**src/rtl/cordic_sched.sv**
```systemverilog
// cordic_sched: two-port round-robin job scheduler for a shared
// pipelined CORDIC core, with per-job requester tagging through the core.
module cordic_sched #(
    parameter int IN_WIDTH  = 17,
    parameter int OUT_WIDTH = 17,
    parameter int CORE_LAT  = 18,
    parameter int CNT_W     = 5
) (
    input  logic                 clk,
    input  logic                 rst_n,
    input  logic                 hold,
    input  logic                 req0_valid,
    output logic                 req0_ready,
    input  logic [1:0]           req0_mode,
    input  logic [IN_WIDTH-1:0]  req0_x,
    input  logic [IN_WIDTH-1:0]  req0_y,
    input  logic [IN_WIDTH-1:0]  req0_z,
    input  logic                 req1_valid,
    output logic                 req1_ready,
    input  logic [1:0]           req1_mode,
    input  logic [IN_WIDTH-1:0]  req1_x,
    input  logic [IN_WIDTH-1:0]  req1_y,
    input  logic [IN_WIDTH-1:0]  req1_z,
    output logic                 rsp0_valid,
    output logic                 rsp1_valid,
    output logic [OUT_WIDTH-1:0] rsp_r,
    output logic [OUT_WIDTH-1:0] rsp_a,
    output logic                 err0,
    output logic                 err1,
    output logic                 core_en,
    output logic [1:0]           core_mode,
    output logic [IN_WIDTH-1:0]  core_x,
    output logic [IN_WIDTH-1:0]  core_y,
    output logic [IN_WIDTH-1:0]  core_z,
    input  logic [OUT_WIDTH-1:0] core_r,
    input  logic [OUT_WIDTH-1:0] core_a,
    output logic [CNT_W-1:0]     in_flight,
    output logic                 idle
);

    logic                r_rr;
    logic                r_core_en;
    logic [1:0]          r_core_mode;
    logic [IN_WIDTH-1:0] r_core_x;
    logic [IN_WIDTH-1:0] r_core_y;
    logic [IN_WIDTH-1:0] r_core_z;
    logic [CORE_LAT:0]   r_tag_v;
    logic [CORE_LAT:0]   r_tag_id;
    logic                r_rsp0;
    logic                r_rsp1;
    logic                r_err0;
    logic                r_err1;
    logic [CNT_W-1:0]    r_inflight;

    logic                w_g0;
    logic                w_g1;
    logic                w_grant;
    logic [1:0]          w_mode;
    logic [IN_WIDTH-1:0] w_x;
    logic [IN_WIDTH-1:0] w_y;
    logic [IN_WIDTH-1:0] w_z;
    logic                w_legal;
    logic                w_issue;
    logic                w_retire;

    // Grant: a lone requester always wins; on contention the rr pointer decides.
    always_comb begin
        w_g0 = !hold && req0_valid && (!req1_valid || !r_rr);
        w_g1 = !hold && req1_valid && (!req0_valid ||  r_rr);
    end

    assign w_grant  = w_g0 | w_g1;
    assign w_mode   = w_g1 ? req1_mode : req0_mode;
    assign w_x      = w_g1 ? req1_x : req0_x;
    assign w_y      = w_g1 ? req1_y : req0_y;
    assign w_z      = w_g1 ? req1_z : req0_z;
    assign w_legal  = (w_mode == 2'd1) || (w_mode == 2'd2);
    assign w_issue  = w_grant && w_legal;
    assign w_retire = r_tag_v[CORE_LAT];

    // Round-robin pointer moves to the loser after every grant.
    always_ff @(posedge clk or negedge rst_n) begin
        if (!rst_n) begin
            r_rr <= 1'b0;
        end else if (w_g0) begin
            r_rr <= 1'b1;
        end else if (w_g1) begin
            r_rr <= 1'b0;
        end
    end

    // Core issue register; operands are held when nothing legal is issued.
    always_ff @(posedge clk or negedge rst_n) begin
        if (!rst_n) begin
            r_core_en   <= 1'b0;
            r_core_mode <= 2'd0;
            r_core_x    <= '0;
            r_core_y    <= '0;
            r_core_z    <= '0;
        end else begin
            r_core_en   <= w_issue;
            r_core_mode <= w_issue ? w_mode : 2'd0;
            if (w_issue) begin
                r_core_x <= w_x;
                r_core_y <= w_y;
                r_core_z <= w_z;
            end
        end
    end

    // Ownership tags ride alongside the core; bit 0 is the newest job.
    always_ff @(posedge clk or negedge rst_n) begin
        if (!rst_n) begin
            r_tag_v  <= '0;
            r_tag_id <= '0;
        end else begin
            r_tag_v  <= {r_tag_v[CORE_LAT-1:0], w_issue};
            r_tag_id <= {r_tag_id[CORE_LAT-1:0], w_g1};
        end
    end

    // Response strobes line up with the cycle the core result is held.
    always_ff @(posedge clk or negedge rst_n) begin
        if (!rst_n) begin
            r_rsp0 <= 1'b0;
            r_rsp1 <= 1'b0;
        end else begin
            r_rsp0 <= r_tag_v[CORE_LAT] && !r_tag_id[CORE_LAT];
            r_rsp1 <= r_tag_v[CORE_LAT] &&  r_tag_id[CORE_LAT];
        end
    end

    // Illegal-mode jobs are swallowed with a one-cycle error pulse.
    always_ff @(posedge clk or negedge rst_n) begin
        if (!rst_n) begin
            r_err0 <= 1'b0;
            r_err1 <= 1'b0;
        end else begin
            r_err0 <= w_g0 && !w_legal;
            r_err1 <= w_g1 && !w_legal;
        end
    end

    // Outstanding job count; a job leaves as its response is launched.
    always_ff @(posedge clk or negedge rst_n) begin
        if (!rst_n) begin
            r_inflight <= '0;
        end else begin
            case ({w_issue, w_retire})
                2'b10:   r_inflight <= r_inflight + CNT_W'(1);
                2'b01:   r_inflight <= r_inflight - CNT_W'(1);
                default: r_inflight <= r_inflight;
            endcase
        end
    end

    assign req0_ready = w_g0;
    assign req1_ready = w_g1;
    assign rsp0_valid = r_rsp0;
    assign rsp1_valid = r_rsp1;
    assign rsp_r      = core_r;
    assign rsp_a      = core_a;
    assign err0       = r_err0;
    assign err1       = r_err1;
    assign core_en    = r_core_en;
    assign core_mode  = r_core_mode;
    assign core_x     = r_core_x;
    assign core_y     = r_core_y;
    assign core_z     = r_core_z;
    assign in_flight  = r_inflight;
    assign idle       = (r_inflight == '0) && !r_core_en;

endmodule

```
**config.mk**
```make
export PLATFORM = sky130hd
export DESIGN_NAME = cordic_sched
export DESIGN_NICKNAME = d
export VERILOG_FILES = /design/src/rtl/cordic_sched.sv
export SDC_FILE = /design/constraint.sdc
export NUM_CORES = 1
export LEC_CHECK = 0
export CORE_ASPECT_RATIO = 1.1
export CORE_MARGIN = 5
export CORE_UTILIZATION = 43
export CTS_BUF_LIST = sky130_fd_sc_hd__clkbuf_2
export CTS_CLUSTER_DIAMETER = 100
export DETAILED_ROUTE_END_ITERATION = 10
export GPL_TIMING_DRIVEN = 0
export PLACE_DENSITY = 0.86
export SKIP_LAST_GASP = 1
export SYNTH_ARGS = -nofsm -noshare
export SYNTH_HDL_FRONTEND = slang
export SYNTH_SLANG_ARGS = --single-unit
```
**constraint.sdc**
```tcl
create_clock -name clk -period 6.3 [get_ports clk]
set_input_delay 0.63 -clock clk [delete_from_list [all_inputs] [get_ports clk]]
set_output_delay 0.63 -clock clk [all_outputs]
set_load 0.01 [all_outputs]
```
==> metrics.txt, run 1 <==
CTS max path bufs 2; post-route ant nets 0; Rows 39; top layer in use met4; die width 107 um; Reg clk slew, reported paths 300 ps; first-pass GRT wire length 17,000 um; Slew @ Worst Pin 707 ps; Max FO, Critical Path 10; final instance area 6910 um^2; Startpoint Class input pin; CTS sink count 101; worst hold path class in -> async; vias per inst 4.65; pwr dens 268 nW/um^2; Data required, critical path 6750 ps; DPL Wire Length 8950 um; Netlist Area Pre-Place 4460 um^2; die footprint 12,500 um^2; WL met1 between 3000 and 4000 um; status completed; Reg area 2530 um^2; leakage power roughly 0.0030 uW; RR Endpoint in_flight[2]$_DFFE_PN0P_; Post-Syn Area per Cell 14.6 um^2; worst r2r src r_rr$_DFFE_PN0P_; Initial DRC Count 52; CTS hold repair buffers 0; Post-Synth Adder-Cell Area 1.12%; Final Critical Period 3250 ps; GRT Total Usage 17.4%; Remaining DRCs 0; post-synthesis mux area share between 20% and 30%; Cells after Synth 306; final setup fails 0; main combinational cell family by area after synthesis multiplexers; Max Cap Violations 0; Max Slew Vio Count 0; share of cells above drive strength 1 31.1%; Final Hold Viols 0; Yosys reg bits between 100 and 150; dpl cell area 6770 um^2; vias 3,147; Reg power frac ~46%; met2 routed WL 6080 um; Sw Ratio slightly below 30%; async set or reset register ratio after synthesis 100%; Layout Nets around 680; Critical Path Start hold; clock share of power between 10% and 20%; Synth Area in Compound Gates 2.16%; simple-gate share of the synthesized area 3.76%; largest net degree at the start of global routing 54; worst relative slew slack 52.9%; Die Y-Extent 117 um; EDFF count, synth 0; Initial Util 43.3%; Num CTS Buffers 9; commonest non-fill, non-tap cell in the layout clkdlybuf4s50_1; Placer Congestion 0.700; CTS tree built; Clock Skews approximately 25 ps; area of the multi-input gates 1540 um^2; drt wl/cell 16.5 um; H-tree depth 3; drt total wl 11,200 um; top_reg_cell synth dfrtp_1; met3 WL 993 um; initial antenna violation count 0; Initial DRT Pass Iterations 4; I/O pin total 245; RSZ-0062 raised after global routing false; Setup Fix Bufs, Post-CTS 0; R2R cell count 13; # fillers 767; combinational cell fraction of total power 35.9%; Port-buffer cells 210; Resize count post-CTS 0; Pint 1300 uW; maximum clock frequency 308 MHz; Core Box Area 10,300 um^2; Crit path arrival time 3700 ps; syn nets 455; Worst Setup Path Type in -> reg; clk_lat worst skew 550 ps; fin crit share 51.6%; commonest non-fill, non-tap cells in the layout clkdlybuf4s50_1, mux2_2, dfrtp_1; Psw 549 uW; CP endpoint kind flop; Root Buffer clkbuf_2; Setup TNS Final 0 ps; register area share after synthesis between 50% and 60%; post-synth cell types 28; r2r setup slk 3180 ps; Peak supply drop ~0.16 mV; grt ovf 0; vias in the first global route 3,434; Ys Warns 0; P&R area growth vs syn 54.8%; Synth Area in XOR/XNOR 1.57%; CP Capture Point in_flight[2]$_DFFE_PN0P_
[cells in the mapped netlist (all sizes together), types with 3 or more instances]
master | count | area, um^2
nand2 | 3 | 11.3
buf | 45 | 375
a21oi | 5 | 25.0
ha | 4 | 50.1
nor2 | 3 | 11.3
o21ai | 3 | 15.0
mux2 | 103 | 1160
nor2b | 4 | 25.0
nand2b | 4 | 25.0
dfrtp | 101 | 2530
xor2 | 6 | 52.6
inv | 3 | 11.3
nand3b | 4 | 30.0
[how the worst min path moves through the flow]
stage | startpoint | end | slack (ps)
floorplan | rst_n | core_mode[0]$_DFF_PN0_ | 330
global placement | r_tag_id[0]$_DFF_PN0_ | r_tag_id[1]$_DFF_PN0_ | 330
detailed placement | r_tag_v[9]$_DFF_PN0_ | r_tag_v[10]$_DFF_PN0_ | 330
CTS | rst_n | core_y[14]$_DFFE_PN0P_ | 50
global route | rst_n | core_y[14]$_DFFE_PN0P_ | 50
finish | rst_n | core_y[14]$_DFFE_PN0P_ | 70
[stage by stage]
stage	total power, uW	utilization (%)	instances	setup slack (ps)	hold WS, ps
2_1_floorplan	1140	-	306	3320	331
3_5_place_dp	1540	65.7	660	2430	335
5_1_grt	1960	67.1	676	2880	49.6
3_3_place_gp	1520	65.5	659	973	333
4_1_cts	1880	67.1	676	3050	47.0
6_report	1850	67.1	677	3050	74.0
[per-layer routing]
metal  up-vias  track usage (%)
li1       1468                -
met1      1524             18.7
met2       140             32.6
met3        15             5.27
met4         0             5.97
met5         -                0
[power groups by stage]
stage / clock (uW) / combinational (uW) / sequential [uW]
3_5_place_dp: 0 / 675 / 869
5_1_grt: 374 / 711 / 875
3_3_place_gp: 0 / 655 / 860
4_1_cts: 348 / 677 / 857
6_report: 331 / 665 / 855
2_1_floorplan: 0 / 235 / 910
[state kept, by name (all words and copies together), names as in the netlist]
signal	count
in_flight	5
core_y	17
r_rr	1
core_x	17
rsp1_valid	1
err1	1
rsp0_valid	1
r_tag_id	19
r_tag_v	19
err0	1
core_mode	2
core_z	17
[worst max-delay path: stages]
cell             delay [ps]
clkdlybuf4s50_1         450
nand2b_1                180
nand2b_1                200
a211oi_4                580
buf_6                   250
inv_1                    70
ha_1                    200
clkbuf_1                200
xor2_1                  200
ha_1                    220
a21oi_1                 150
xor2_1                  160
nor2_1                   60
xor2_1                  140
[logic make-up after synthesis]
group / Yosys count
mux: 103
flops: 101
buf+inv: 49
simple gates: 27
compound gates: 14
xor+xnor: 8
fa+ha+maj: 4
[final cells by class]
class                      count  area share [%]
clock inverter                 7            1.32
timing repair buffer         211            30.8
multi-input combinational    156            22.4
clock buffer                   9           0.652
buffer                        46            5.49
antenna                        1          0.0362
tap                          143            2.59
sequential                   101            36.6
inverter                       3           0.163
(Power assumes the default switching activity.)
==> run 2: changes to the inputs <==
- CORE_UTILIZATION: 43 -> 40
- PLACE_DENSITY: 0.86 -> 0.81
- clock period: 6.3 -> 3.1 ns (I/O delays scaled with it)
==> metrics.txt, run 2 (synthesis results as in run 1) <==
final instance area between 6000 and 7000 um^2; Data required, critical path 3590 ps; largest net degree at the start of global routing between 60 and 70; Crit path arrival time around 3300 ps; RSZ-0062 raised after global routing false; dpl cell area 6770 um^2; Slew @ Worst Pin 476 ps; die width 111 um; GRT Total Usage 17.5%; status completed; Port-buffer cells 210; Max FO, Critical Path 10; Layout Nets 680; Initial DRC Count ~80; Reg clk slew, reported paths 290 ps; Critical Path Max Stage Delay 460 ps; Max Slew Vio Count 0; Core Box Area 10,900 um^2; commonest non-fill, non-tap cells in the layout clkdlybuf4s50_1, mux2_2, dfrtp_1; Setup TNS Final 0 ps; Worst Setup Path Type reg -> reg; Final Critical Period 2770 ps; Root Buffer clkbuf_2; CP endpoint kind flop; H-tree depth 3; drt wl/cell roughly 17 um; P&R area growth vs syn 55.2%; initial antenna violation count 0; Initial DRT Pass Iterations 4; worst hold path class in -> async; Max Cap Violations 0; CTS max path bufs 2; Largest regs r_tag_id (19), r_tag_v (19); diodes inserted 0; Resize count post-CTS 0; Clock Skews approximately 18 ps; fin crit share 89.5%; drt total wl 11,500 um; Placer Congestion 0.792; CTS tree built; Remaining DRCs 0; grt ovf 0; vias in the first global route 3,533; pwr dens 542 nW/um^2; Peak supply drop 0.366 mV; clk_lat worst skew 570 ps; vias roughly 3.2k; Die Y-Extent roughly 120 um; Startpoint Class flop; CTS sink count approximately 100; share of cells above drive strength 1 roughly a third; leakage power 0.00297 uW; Rows 40; commonest non-fill, non-tap cell in the layout clkdlybuf4s50_1; post-route ant nets 0; Initial Util 40.9%; die footprint about 13,000 um^2; Most common cell on crit path xor2_1; Worst path slowest cell dfrtp_1; maximum clock frequency 360 MHz; final setup margin 326 ps; first-pass GRT wire length 18,600 um; vias per inst 4.65; pre-CTS setup slack -456 ps; worst relative slew slack 68.2%; I/O pin total 245; final setup fails 0; Num CTS Buffers 9; crit-path cells nand2b_1 > nor3b_2 > a211oi_4 > buf_6 > inv_1 > ha_1 > clkbuf_1 > xor2_1 > ha_1 > a21oi_1 > xor2_1 > nor2_1 > xor2_1; Final Hold Viols 0; DPL Wire Length 9090 um
run 2: path summary, 6_finish.rpt:
kind                       slack (ps)                        to  depth (start not counted)                   from
min                               190      rsp1_valid$_DFF_PN0_                          2                  rst_n
min in group clk                  370    core_mode[1]$_DFF_PN0_                          3           req1_mode[1]
max in group asynchronous        2220     core_z[2]$_DFFE_PN0P_                          3                  rst_n
max                               330  in_flight[2]$_DFFE_PN0P_                         13       r_rr$_DFFE_PN0P_
max reg2reg                       330  in_flight[2]$_DFFE_PN0P_                         13       r_rr$_DFFE_PN0P_
min reg2reg                       370     r_tag_id[5]$_DFF_PN0_                          0  r_tag_id[4]$_DFF_PN0_
run 2: layout make-up:
class                   count  area, um^2
plain buffers              46         379
clock buffers               9        45.0
clock inverters             7        80.1
fillers                   839        3990
inverters                   3        11.3
multi-input cells         156        1540
flip-flops and latches    101        2530
well taps                 147         184
repair buffers            214        2150
run 2: through the flow:
step	util [%]	cells	hold WS (ps)	power, uW
3_5_place_dp	62.1	664	303	3140
6_report	63.5	683	189	3760
4_1_cts	63.3	681	134	3830
2_1_floorplan	-	306	14.4	2330
3_3_place_gp	61.8	663	333	3090
5_1_grt	63.5	683	189	3980
run 2: critical path, delay by kind of cell, from the launching register on:
| kind | cells | cell delay (ps) |
|---|---|---|
| fa+ha+maj | 2 | 430 |
| buf+inv | 3 | 490 |
| compound gates | 2 | 430 |
| flops | 1 | 460 |
| simple gates | 3 | 410 |
| xor+xnor | 3 | 500 |
run 2: what timing repair did:
item / in CTS / in global routing
hold endpoints to repair: 35 / 0
setup buffers: 0 / 2
endpoints found under the setup margin: 2 / 2
hold buffers: 1 / 0
pin swaps: 1 / 1
run 2: routing by layer:
metal  global-route usage (%)  wire length, um
met5                        0                0
met4                     6.39              210
met3                     4.40              653
met2                     32.1             6170
met1                     19.6             4430
run 2: power breakdown:
| group | internal, uW | switching [uW] |
|---|---|---|
| logic | 868 | 491 |
| clock network | 199 | 465 |
| registers | 1580 | 158 |
